### src/rtl/controlador_botoes_pkg.sv
`default_nettype none
// ============================================================================
// controlador_botoes_pkg : command codes, FSM states and a saturating helper
// Rev 1.0
// ============================================================================
package controlador_botoes_pkg;

  localparam logic [1:0] CMD_NENHUM = 2'b00;
  localparam logic [1:0] CMD_COMER  = 2'b01;
  localparam logic [1:0] CMD_DORMIR = 2'b10;
  localparam logic [1:0] CMD_AULA   = 2'b11;

  typedef enum logic [1:0] {
    IDLE         = 2'b00,
    ESPERA_COMBO = 2'b01,
    SEGURANDO    = 2'b10
  } estado_t;

  function automatic logic [15:0] sat_inc16(input logic [15:0] v);
    return (v == 16'hFFFF) ? v : v + 16'd1;
  endfunction

endpackage
`default_nettype wire

### src/rtl/controlador_botoes_if.sv
`default_nettype none
// ============================================================================
// controlador_botoes_if : raw button inputs and command outputs
// Rev 1.0
// ============================================================================
interface controlador_botoes_if;
  logic       b1_raw;
  logic       b2_raw;
  logic       cmd_valid;
  logic [1:0] cmd;
  logic       busy;

  modport master (output b1_raw, output b2_raw,
                  input cmd_valid, input cmd, input busy);
  modport slave  (input b1_raw, input b2_raw,
                  output cmd_valid, output cmd, output busy);
endinterface
`default_nettype wire

### src/rtl/controlador_botoes_debouncer.sv
`default_nettype none
// ============================================================================
// debouncer_botao : per-button stability debouncer with press strobe output
// Optional 2-flop input synchronizer under macro BTN_SYNC_EN.   Rev 1.0
// ============================================================================
module debouncer_botao
  import controlador_botoes_pkg::*;
#(
  parameter logic [15:0] DEBOUNCE_CYCLES = 16'd50000
) (
  input  logic clk,
  input  logic rst,
  input  logic raw_i,
  output logic level_o,
  output logic press_o
);

  logic raw_s;

`ifdef BTN_SYNC_EN
  logic [1:0] sync_q;
  always_ff @(posedge clk) begin
    if (rst) sync_q <= 2'b00;
    else     sync_q <= {sync_q[0], raw_i};
  end
  assign raw_s = sync_q[1];
`else
  assign raw_s = raw_i;
`endif

  logic [15:0] cnt_q, cnt_d;
  logic        level_q, level_d;
  logic        prev_q;

  // Counter runs only while raw disagrees with the accepted level.
  always_comb begin
    cnt_d   = 16'd0;
    level_d = level_q;
    if (raw_s != level_q) begin
      cnt_d = sat_inc16(cnt_q);
      if (cnt_d >= DEBOUNCE_CYCLES) begin
        level_d = raw_s;
        cnt_d   = 16'd0;
      end
    end
  end

  always_ff @(posedge clk) begin
    if (rst) begin
      cnt_q   <= 16'd0;
      level_q <= 1'b0;
      prev_q  <= 1'b0;
    end else begin
      cnt_q   <= cnt_d;
      level_q <= level_d;
      prev_q  <= level_q;
    end
  end

  assign level_o = level_q;
  assign press_o = level_q & ~prev_q;

endmodule
`default_nettype wire

### src/rtl/controlador_botoes.sv
`default_nettype none
// ============================================================================
// controlador_botoes : two-button debounce + single/combo command decoder
// Macro BTN_SYNC_EN adds input synchronizers inside the debouncers. Rev 1.0
// ============================================================================
module controlador_botoes
  import controlador_botoes_pkg::*;
#(
  parameter logic [15:0] DEBOUNCE_CYCLES = 16'd50000,
  parameter logic [15:0] COMBO_WINDOW    = 16'd25000
) (
  input  logic                 clk,
  input  logic                 rst,
  controlador_botoes_if.slave  bus
);

  logic lvl1, lvl2, prs1, prs2;

  debouncer_botao #(.DEBOUNCE_CYCLES(DEBOUNCE_CYCLES)) u_deb_b1 (
    .clk(clk), .rst(rst), .raw_i(bus.b1_raw), .level_o(lvl1), .press_o(prs1)
  );

  debouncer_botao #(.DEBOUNCE_CYCLES(DEBOUNCE_CYCLES)) u_deb_b2 (
    .clk(clk), .rst(rst), .raw_i(bus.b2_raw), .level_o(lvl2), .press_o(prs2)
  );

  estado_t     state_q, state_d;
  logic        btn_q, btn_d;       // 0 = b1 recorded, 1 = b2 recorded
  logic [15:0] win_q, win_d;
  logic        valid_q, valid_d;
  logic [1:0]  cmd_q, cmd_d;

  logic       other_press, rec_level;
  logic [1:0] single_cmd;

  assign other_press = btn_q ? prs1 : prs2;
  assign rec_level   = btn_q ? lvl2 : lvl1;
  assign single_cmd  = btn_q ? CMD_DORMIR : CMD_COMER;

  always_comb begin
    state_d = state_q;
    btn_d   = btn_q;
    win_d   = win_q;
    valid_d = 1'b0;
    cmd_d   = cmd_q;
    case (state_q)
      IDLE: begin
        if (prs1 && prs2) begin
          valid_d = 1'b1;
          cmd_d   = CMD_AULA;
          state_d = SEGURANDO;
        end else if (prs1 || prs2) begin
          btn_d   = prs2;
          win_d   = 16'd0;
          state_d = ESPERA_COMBO;
        end
      end
      ESPERA_COMBO: begin
        win_d = sat_inc16(win_q);
        // Combo beats both release and expiry when they coincide.
        if (other_press && (win_q < COMBO_WINDOW)) begin
          valid_d = 1'b1;
          cmd_d   = CMD_AULA;
          state_d = SEGURANDO;
        end else if (!rec_level || (win_d >= COMBO_WINDOW)) begin
          valid_d = 1'b1;
          cmd_d   = single_cmd;
          state_d = SEGURANDO;
        end
      end
      SEGURANDO: begin
        if (!lvl1 && !lvl2) state_d = IDLE;
      end
      default: state_d = IDLE;
    endcase
  end

  always_ff @(posedge clk) begin
    if (rst) begin
      state_q <= IDLE;
      btn_q   <= 1'b0;
      win_q   <= 16'd0;
      valid_q <= 1'b0;
      cmd_q   <= CMD_NENHUM;
    end else begin
      state_q <= state_d;
      btn_q   <= btn_d;
      win_q   <= win_d;
      valid_q <= valid_d;
      cmd_q   <= cmd_d;
    end
  end

  assign bus.cmd_valid = valid_q;
  assign bus.cmd       = cmd_q;
  assign bus.busy      = (state_q != IDLE);

endmodule
`default_nettype wire

### src/flat_wrapper.sv
// flat-port wrapper written by rule: the top's interface ports become plain ports
module controlador_botoes_flat import controlador_botoes_pkg::*;
#(
  parameter logic [15:0] DEBOUNCE_CYCLES = 16'd50000,
  parameter logic [15:0] COMBO_WINDOW    = 16'd25000
)
  (clk, rst, bus_b1_raw, bus_b2_raw, bus_cmd_valid, bus_cmd, bus_busy);
  controlador_botoes_if bus_i ();
  input  logic clk;
  input  logic rst;
  input wire logic [$bits(bus_i.b1_raw)-1:0] bus_b1_raw;
  input wire logic [$bits(bus_i.b2_raw)-1:0] bus_b2_raw;
  output wire logic [$bits(bus_i.cmd_valid)-1:0] bus_cmd_valid;
  output wire logic [$bits(bus_i.cmd)-1:0] bus_cmd;
  output wire logic [$bits(bus_i.busy)-1:0] bus_busy;
  assign bus_i.b1_raw = bus_b1_raw;
  assign bus_i.b2_raw = bus_b2_raw;
  assign bus_cmd_valid = bus_i.cmd_valid;
  assign bus_cmd = bus_i.cmd;
  assign bus_busy = bus_i.busy;
  controlador_botoes #(.DEBOUNCE_CYCLES(DEBOUNCE_CYCLES), .COMBO_WINDOW(COMBO_WINDOW)) u_core (.clk(clk), .rst(rst), .bus(bus_i));
endmodule
### config.mk
export PLATFORM = sky130hd
export DESIGN_NAME = controlador_botoes_flat
export DESIGN_NICKNAME = d
export VERILOG_FILES = /design/src/rtl/controlador_botoes_pkg.sv /design/src/rtl/controlador_botoes_if.sv /design/src/rtl/controlador_botoes_debouncer.sv /design/src/rtl/controlador_botoes.sv /design/src/flat_wrapper.sv
export SDC_FILE = /design/constraint.sdc
export NUM_CORES = 1
export LEC_CHECK = 0
export BUFFER_PORTS_ARGS = -buffer_cell sky130_fd_sc_hd__buf_2
export CAP_MARGIN = 40
export CORE_UTILIZATION = 45
export DETAILED_ROUTE_END_ITERATION = 8
export GPL_ROUTABILITY_DRIVEN = 1
export PLACE_DENSITY = 0.66
export SYNTH_ARGS = -nofsm -noshare
export SYNTH_HDL_FRONTEND = slang
export SYNTH_SLANG_ARGS = --single-unit
### constraint.sdc
create_clock -name clk -period 2.9 [get_ports clk]
set_clock_uncertainty 0.1 [all_clocks]
set_input_delay 0.58 -clock clk [delete_from_list [all_inputs] [get_ports clk]]
set_output_delay 0.58 -clock clk [all_outputs]
set_load 0.02 [all_outputs]
==> flow_metrics.py, run 1 <==
metrics = {
    "layout": {
        "mostFrequentLayoutCells": "58 x dfxtp_1, 55 x nor2_1, 31 x nand2_1, 25 x a21oi_1",
        "num_antenna_cells": 0,
        "fin_cells": 563,
        "layout_commonest_cell": "dfxtp_1",
        "seq_area_mm2": 0.00116,
        "nets": 468,
        "syn_to_final_growth_pct": 11.3,
        "utilization_pct": 52.5,
        "multiInputGateArea_mm2": 0.00218,
        "layout-drive-gt1-share_pct": 13.8,
        "fill_cells": 716,
    },
    "setup_path": {
        "slowest_delay_ns": 0.47,
        "crit_chain": "nand4_1, nor4_2, o21ai_0, a32o_1, a221o_1, a31o_2, a221oi_1",
        "critPathCaptureType": "flop",
        "critPathMaxFanout": 7,
        "worstPathRequired_ns": 3.02,
        "reg2reg_depth": 7,
        "r2r_end": "u_core.bus.cmd[1]",
        "crit_family": "compound AO/OA/AOI/OAI gates",
        "setup.worst_path.start_class": "flop",
        "timing.critical_path.buf_inv": 0,
        "cp_slowest_cell": "nor4_2",
        "rr_startpoint": "u_core.win_q[15]",
        "worstPathArrival_ns": 2.83,
        "worstSetupPathType": "flop to flop",
        "worst-r2r-setup-slack_ns": 0.19,
    },
    "floorplanning": {
        "fp.dieArea_mm2": 0.00809,
        "num_rows": 31,
        "initial_core_util_pct": 47.2,
        "pin_count": 8,
        "core_area_mm2": 0.00737,
        "fp.dieH_um": 89.9,
        "die_x_um": 89.9,
    },
    "cts": {
        "cts_num_sinks": 58,
        "cts_tree": "yes",
        "cts_buffers": 9,
        "clk_latency_ns": 0.33,
        "cts-resized-gates": 0,
        "cts.clk_slew.worst_paths_ns": 0.07,
        "htree_levels": 3,
        "post-cts-setup-buffer-count": 0,
        "cts-root-buf": "clkbuf_8",
        "postCtsHoldBufs": 0,
        "clk_path_buf_depth": 2,
    },
    "run": {
        "cap_violations": 0,
    },
    "synth": {
        "synth_cell_types": 61,
        "ys_seq_area_share_pct": 33.4,
        "syn_area_mm2": 0.00348,
        "yosysWarnings": 0,
        "ys_ff_latch": 58,
        "async_reset_ff_share_pct": 0,
        "synth_nets": 451,
        "synth_flop_cell": "dfxtp_1",
        "synth_edf_count": 0,
        "synth_cells": 444,
        "avgSynthCellArea_um2": 7.84,
    },
    "route": {
        "via_count": 3331,
        "wirelength_mm": 7.80,
        "drtIter0Drc": 246,
        "wl_per_cell_um": 13.8,
        "drc": 0,
        "drt_pre_antenna_iters": 5,
        "viasPerCell": 5.92,
        "drtAntennaViolNets": 0,
    },
    "hold_path": {
        "whs_endpoint": "u_core.bus.cmd[0]",
        "hold_path_depth": 2,
        "hold_start": "u_core.bus.cmd[0]",
        "hold_path_class": "flop to flop",
    },
    "sta": {
        "slew_headroom_pct": 65.7,
        "final-hold-violation-count": 0,
        "tightest_slew_ns": 0.512,
        "slew_violations": 0,
        "fin_crit_sh_pct": 93.3,
        "setup_viol": 0,
        "max_freq_ghz": 0.369,
        "final.setup.tns_ns": 0,
        "grt_setup_unrepaired": "no",
        "period_minus_slack_ns": 2.71,
    },
    "global_routing": {
        "grt_overflow": 0,
        "grt_max_degree": 29,
        "grt_usage_pct": 20.4,
        "grt_pass1_wl_mm": 13.8,
        "antenna_found_initial": 0,
        "grt_pass1_vias": 3079,
    },
    "pwr": {
        "total_leakage_power_uw": 0.00128,
        "power_uw": 1460,
        "share_comb_of_total_power_pct": 1.9,
        "peakVddDrop_mv": 0.260,
        "power.switching_uw": 335,
        "swShare_pct": 22.9,
        "pwr-share-seq_pct": 54.9,
        "power_per_cell_area_mw_per_mm2": 377,
        "power.internal_uw": 1130,
        "clkPwrFrac_pct": 43.2,
    },
    "place": {
        "port_buffers": 7,
        "dp_cells": 549,
        "dp_hpwl_mm": 5.54,
        "gp_congestion": 0.901,
    },
    "outcome": {
        "status": "completed",
    },
}
## worst max-delay path by stage
stage,cells after the start,from,endpoint,slack [ns]
6_report,7,u_core.win_q[15],u_core.bus.cmd[1],0.19
3_5_place_dp,9,u_core.u_deb_b2.cnt_q[0],u_core.u_deb_b2.cnt_q[15],0.15
2_1_floorplan,9,u_core.u_deb_b2.cnt_q[0],u_core.u_deb_b2.cnt_q[1],0.39
5_1_grt,7,u_core.u_deb_b1.cnt_q[4],u_core.u_deb_b1.cnt_q[6],0.03
3_3_place_gp,7,u_core.u_deb_b1.cnt_q[4],u_core.u_deb_b1.cnt_q[6],0.28
4_1_cts,9,u_core.u_deb_b2.cnt_q[0],u_core.u_deb_b2.cnt_q[15],0.14
## logic make-up (layout without fill, tap and decap cells)
logic type | Yosys count | count (layout) | share of synthesized area, %
AO/OA/AOI/OAI | 106 | 106 | 20.5
AND/OR/NAND/NOR | 215 | 215 | 33.0
adder cells (fa/ha/maj) | 3 | 3 | 1.08
buffers and inverters | 33 | 53 | 4.24
flip-flops | 58 | 58 | 33.4
XOR/XNOR | 16 | 16 | 4.03
multiplexers | 13 | 13 | 3.85
## stage by stage
stage	worst slack, ns	hold WS, ns	instance area, um^2
6_report	0.193	0.374	3870
5_1_grt	0.0334	0.409	3870
4_1_cts	0.140	0.375	3860
3_5_place_dp	0.155	0.362	3700
3_3_place_gp	0.282	0.357	3700
2_1_floorplan	0.392	0.356	3480
## Yosys cell counts, types with 4 or more instances
| library cell | n | share of area [%] |
|---|---|---|
| nor3_1 | 21 | 3.0 |
| nor2_1 | 55 | 5.9 |
| nand2b_1 | 6 | 1.1 |
| a31oi_1 | 8 | 1.4 |
| nor2b_1 | 11 | 2.0 |
| mux2i_1 | 10 | 2.9 |
| a311oi_1 | 5 | 1.3 |
| clkbuf_1 | 16 | 1.7 |
| dfxtp_1 | 58 | 33 |
| nand4_1 | 16 | 2.9 |
| nand2_1 | 31 | 3.3 |
| nor4_1 | 10 | 1.8 |
| a211oi_1 | 6 | 1.3 |
| o21ai_0 | 24 | 3.5 |
| inv_1 | 8 | 0.86 |
| and2_1 | 8 | 1.4 |
| or4_1 | 5 | 1.1 |
| a21oi_2 | 4 | 1.0 |
| buf_2 | 6 | 0.86 |
| a21oi_1 | 25 | 3.6 |
| nor4b_1 | 4 | 1.0 |
| xor2_1 | 8 | 2.0 |
| nand3_1 | 18 | 2.6 |
| and3_1 | 7 | 1.3 |
| and4_1 | 5 | 1.3 |
| xnor2_1 | 8 | 2.0 |
| o211ai_1 | 6 | 1.3 |
## layout make-up
class	instances	share of cell area (%)
repair buffers	31	5.56
multi-input cells	353	56.4
well taps	99	3.20
clock buffers	10	3.56
inverters	8	0.776
clock inverters	4	0.517
flip-flops and latches	58	30.0
## routing by layer
layer  GRT usage [%]  wire length (um)
met1            28.2              3870
met2            31.3              3500
met3            2.62               333
met4            9.95               102
met5               0                 0
## registers in the layout (all words and copies together), names as in the netlist, 2 cells and up
signal,cells
u_core.u_deb_b1.cnt_q,16
u_core.bus.cmd,2
u_core.u_deb_b2.cnt_q,16
u_core.win_q,16
u_core.state_q,2
## power groups by stage
stage                     sequential [uW]  clock (uW)  combinational [uW]
after floorplan                       820           0                20.9
after global placement                820           0                27.9
after detailed placement              820           0                28.2
after CTS                             802         646                28.4
after global routing                  802         688                32.0
final                                 802         630                27.8
## worst reg2reg max path, stage by stage (launching register included)
cell	delay [ns]
dfxtp_1	0.44
nand4_1	0.24
nor4_2	0.47
o21ai_0	0.15
a32o_1	0.27
a221o_1	0.38
a31o_2	0.25
a221oi_1	0.28
(Power assumes the default switching activity.)
==> run 2: changes to the inputs <==
PLACE_DENSITY = 0.65   (was 0.66)
REMOVE_ABC_BUFFERS = 1   (was unset)
SYNTH_HIERARCHICAL = 1   (was unset)
==> run 2 against run 1 <==
Effect of this change:
- register-to-register slack gained 0.11 ns
- final area increased by 3.4%
- wire length rose by 13%
- clock-buffer cell count up 1
- cell count up 0.36%
- combinational power up 7.9%
- largest power group is now clock
==> flow_metrics.py, run 2 <==
metrics = {
    "place": {
        "port_buffers": 7,
        "gp_congestion": 0.884,
        "dp_hpwl_mm": 6.22,
        "postPlaceCellArea_mm2": 0.00379,
    },
    "global_routing": {
        "grt_overflow": 0,
        "grt_pass1_wl_mm": 15.1,
        "antenna_found_initial": 0,
        "grt_pass1_vias": 3128,
        "grt_usage_pct": 21.8,
        "grt_max_degree": 28,
    },
    "synth": {
        "synth_top_family_by_area": "simple AND/OR/NAND/NOR gates",
        "synth_compound_area_share_pct": 23.8,
        "synth_cell_types": 66,
        "synth_edf_count": 0,
        "synth_cells": 462,
        "synth_flop_cell": "dfxtp_1",
        "yosysWarnings": 6,
        "ys_ff_latch": 58,
        "yosys-top-cells-area": "dfxtp_1 31%, a21oi_1 6.1%, nor2_1 3.8%",
        "syn_area_mm2": 0.00372,
        "ys_seq_area_share_pct": 31.2,
        "avgSynthCellArea_um2": 8.05,
        "synthMuxAreaShare_pct": 2.49,
        "yosysTopAreaCellShare_pct": 31.2,
        "synthSimpleGateAreaFrac_pct": 31.1,
        "async_reset_ff_share_pct": 0,
        "yosys.area.top_type": "dfxtp_1",
        "yosys-top-cells-count": "58 x dfxtp_1, 45 x a21oi_1, 38 x nor2_1",
        "synth-xor-area-share_pct": 4.47,
        "synthAdderAreaFrac_pct": 2.02,
        "yosysMostFrequentCell": "dfxtp_1",
    },
    "route": {
        "drt_pre_antenna_iters": 5,
        "drc": 0,
        "wl_per_cell_um": 15.6,
        "via_count": 3507,
        "drtAntennaViolNets": 0,
        "viasPerCell": 6.21,
        "drtIter0Drc": 281,
        "wirelength_mm": 8.82,
    },
    "sta": {
        "grt_setup_unrepaired": "no",
        "period_minus_slack_ns": 2.60,
        "slew_violations": 0,
        "final.setup.tns_ns": 0,
        "fin_crit_sh_pct": 89.6,
        "final-hold-violation-count": 0,
        "tightest_slew_ns": 0.542,
        "setup_viol": 0,
        "slew_headroom_pct": 63.6,
        "max_freq_ghz": 0.385,
    },
    "setup_path": {
        "r2r_end": "u_core/u_deb_b2/cnt_q[0]",
        "critPathCaptureType": "flop",
        "reg2reg_depth": 8,
        "critPathMaxFanout": 9,
        "worstSetupPathType": "flop to flop",
        "setup.worst_path.start_class": "flop",
        "rr_startpoint": "u_core/u_deb_b2/cnt_q[0]",
        "endpoint": "u_core/u_deb_b2/cnt_q[0]",
        "worst-r2r-setup-slack_ns": 0.30,
        "worstPathRequired_ns": 3.07,
        "worstPathArrival_ns": 2.77,
        "startpoint": "u_core/u_deb_b2/cnt_q[0]",
    },
    "cts": {
        "post-cts-setup-buffer-count": 0,
        "postCtsHoldBufs": 0,
        "cts-resized-gates": 0,
        "cts_num_sinks": 58,
        "clk_latency_ns": 0.34,
        "clk_path_buf_depth": 2,
        "htree_levels": 3,
        "cts.clk_slew.worst_paths_ns": 0.07,
        "cts-root-buf": "clkbuf_8",
        "cts_tree": "yes",
        "cts_buffers": 9,
    },
    "layout": {
        "num_antenna_cells": 0,
        "layout_commonest_cell": "dfxtp_1",
        "nets": 468,
        "utilization_pct": 51.0,
        "mostFrequentLayoutCells": "58 x dfxtp_1, 45 x a21oi_1, 38 x nor2_1, 30 x nand2_1, 24 x nand3_1",
        "layout-drive-gt1-share_pct": 12.7,
        "top_regs": "u_core/u_deb_b1/cnt_q x16, u_core/u_deb_b2/cnt_q x16, u_core/win_q x16",
        "final_area_mm2": 0.00400,
        "syn_to_final_growth_pct": 7.60,
    },
    "floorplanning": {
        "core_area_mm2": 0.00785,
        "initial_core_util_pct": 47.4,
        "num_rows": 32,
        "pin_count": 8,
        "fp.dieH_um": 92.9,
        "fp.dieArea_mm2": 0.00863,
        "die_x_um": 92.9,
    },
    "outcome": {
        "status": "completed",
    },
    "run": {
        "cap_violations": 0,
    },
    "pwr": {
        "power_per_cell_area_mw_per_mm2": 411,
        "total_leakage_power_uw": 0.00134,
        "peakVddDrop_mv": 0.200,
        "power_uw": 1650,
    },
    "hold_path": {
        "hold_path_class": "flop to flop",
    },
}
run 2: worst min path at each step:
stage                                        from                endpoint  depth (start not counted)
after floorplan                      u_core/btn_q            u_core/btn_q                          2
final                     u_core/u_deb_b2/level_o  u_core/u_deb_b2/prev_q                          1
after global routing      u_core/u_deb_b2/level_o  u_core/u_deb_b2/prev_q                          1
after CTS                 u_core/u_deb_b2/level_o  u_core/u_deb_b2/prev_q                          1
after global placement               u_core/btn_q            u_core/btn_q                          2
after detailed placement  u_core/u_deb_b2/level_o  u_core/u_deb_b2/prev_q                          1
run 2: per-stage QoR:
stage | worst slack [ns] | hold slack (ns) | std cells
final | 0.302 | 0.473 | 565
after floorplan | 0.528 | 0.393 | 434
after detailed placement | 0.366 | 0.461 | 549
after global placement | 0.373 | 0.433 | 549
after global routing | 0.0619 | 0.486 | 565
after CTS | 0.317 | 0.469 | 565
run 2: cell type report:
class                   instances  area, um^2
flip-flops and latches         58        1160
repair buffers                 13        80.1
well taps                     102         128
multi-input cells             364        2380
inverters                      12        45.0
fillers                       791        3840
clock buffers                  11         131
clock inverters                 5        78.8
run 2: power by group:
group | leakage, uW | internal (uW) | switching [uW]
clock network | 0.000107 | 483 | 329
registers | 0.000468 | 799 | 4.95
logic | 0.000769 | 10.4 | 19.7
total | 0.00134 | 1290 | 354
run 2: kinds of logic (layout without fill, tap and decap cells):
logic type               after synthesis  after routing
AO/OA/AOI/OAI                        129            129
multiplexers                           9              9
buffers and inverters                 40             41
AND/OR/NAND/NOR                      201            201
flip-flops                            58             58
adder cells (fa/ha/maj)                6              6
XOR/XNOR                              19             19
run 2: layer usage:
| metal | global-route usage, % | wire length (um) |
|---|---|---|
| met5 | 0 | 0 |
| met4 | 7.31 | 106 |
| met3 | 5.34 | 437 |
| met2 | 33.0 | 4010 |
| met1 | 30.1 | 4270 |
run 2: critical path, stage by stage, from the launching register on:
cell,delay (ns)
dfxtp_1,0.44
ha_1,0.31
nand3_2,0.17
nor4_2,0.29
a21oi_1,0.14
o41ai_2,0.46
nand3_1,0.24
buf_4,0.23
nor2_1,0.13
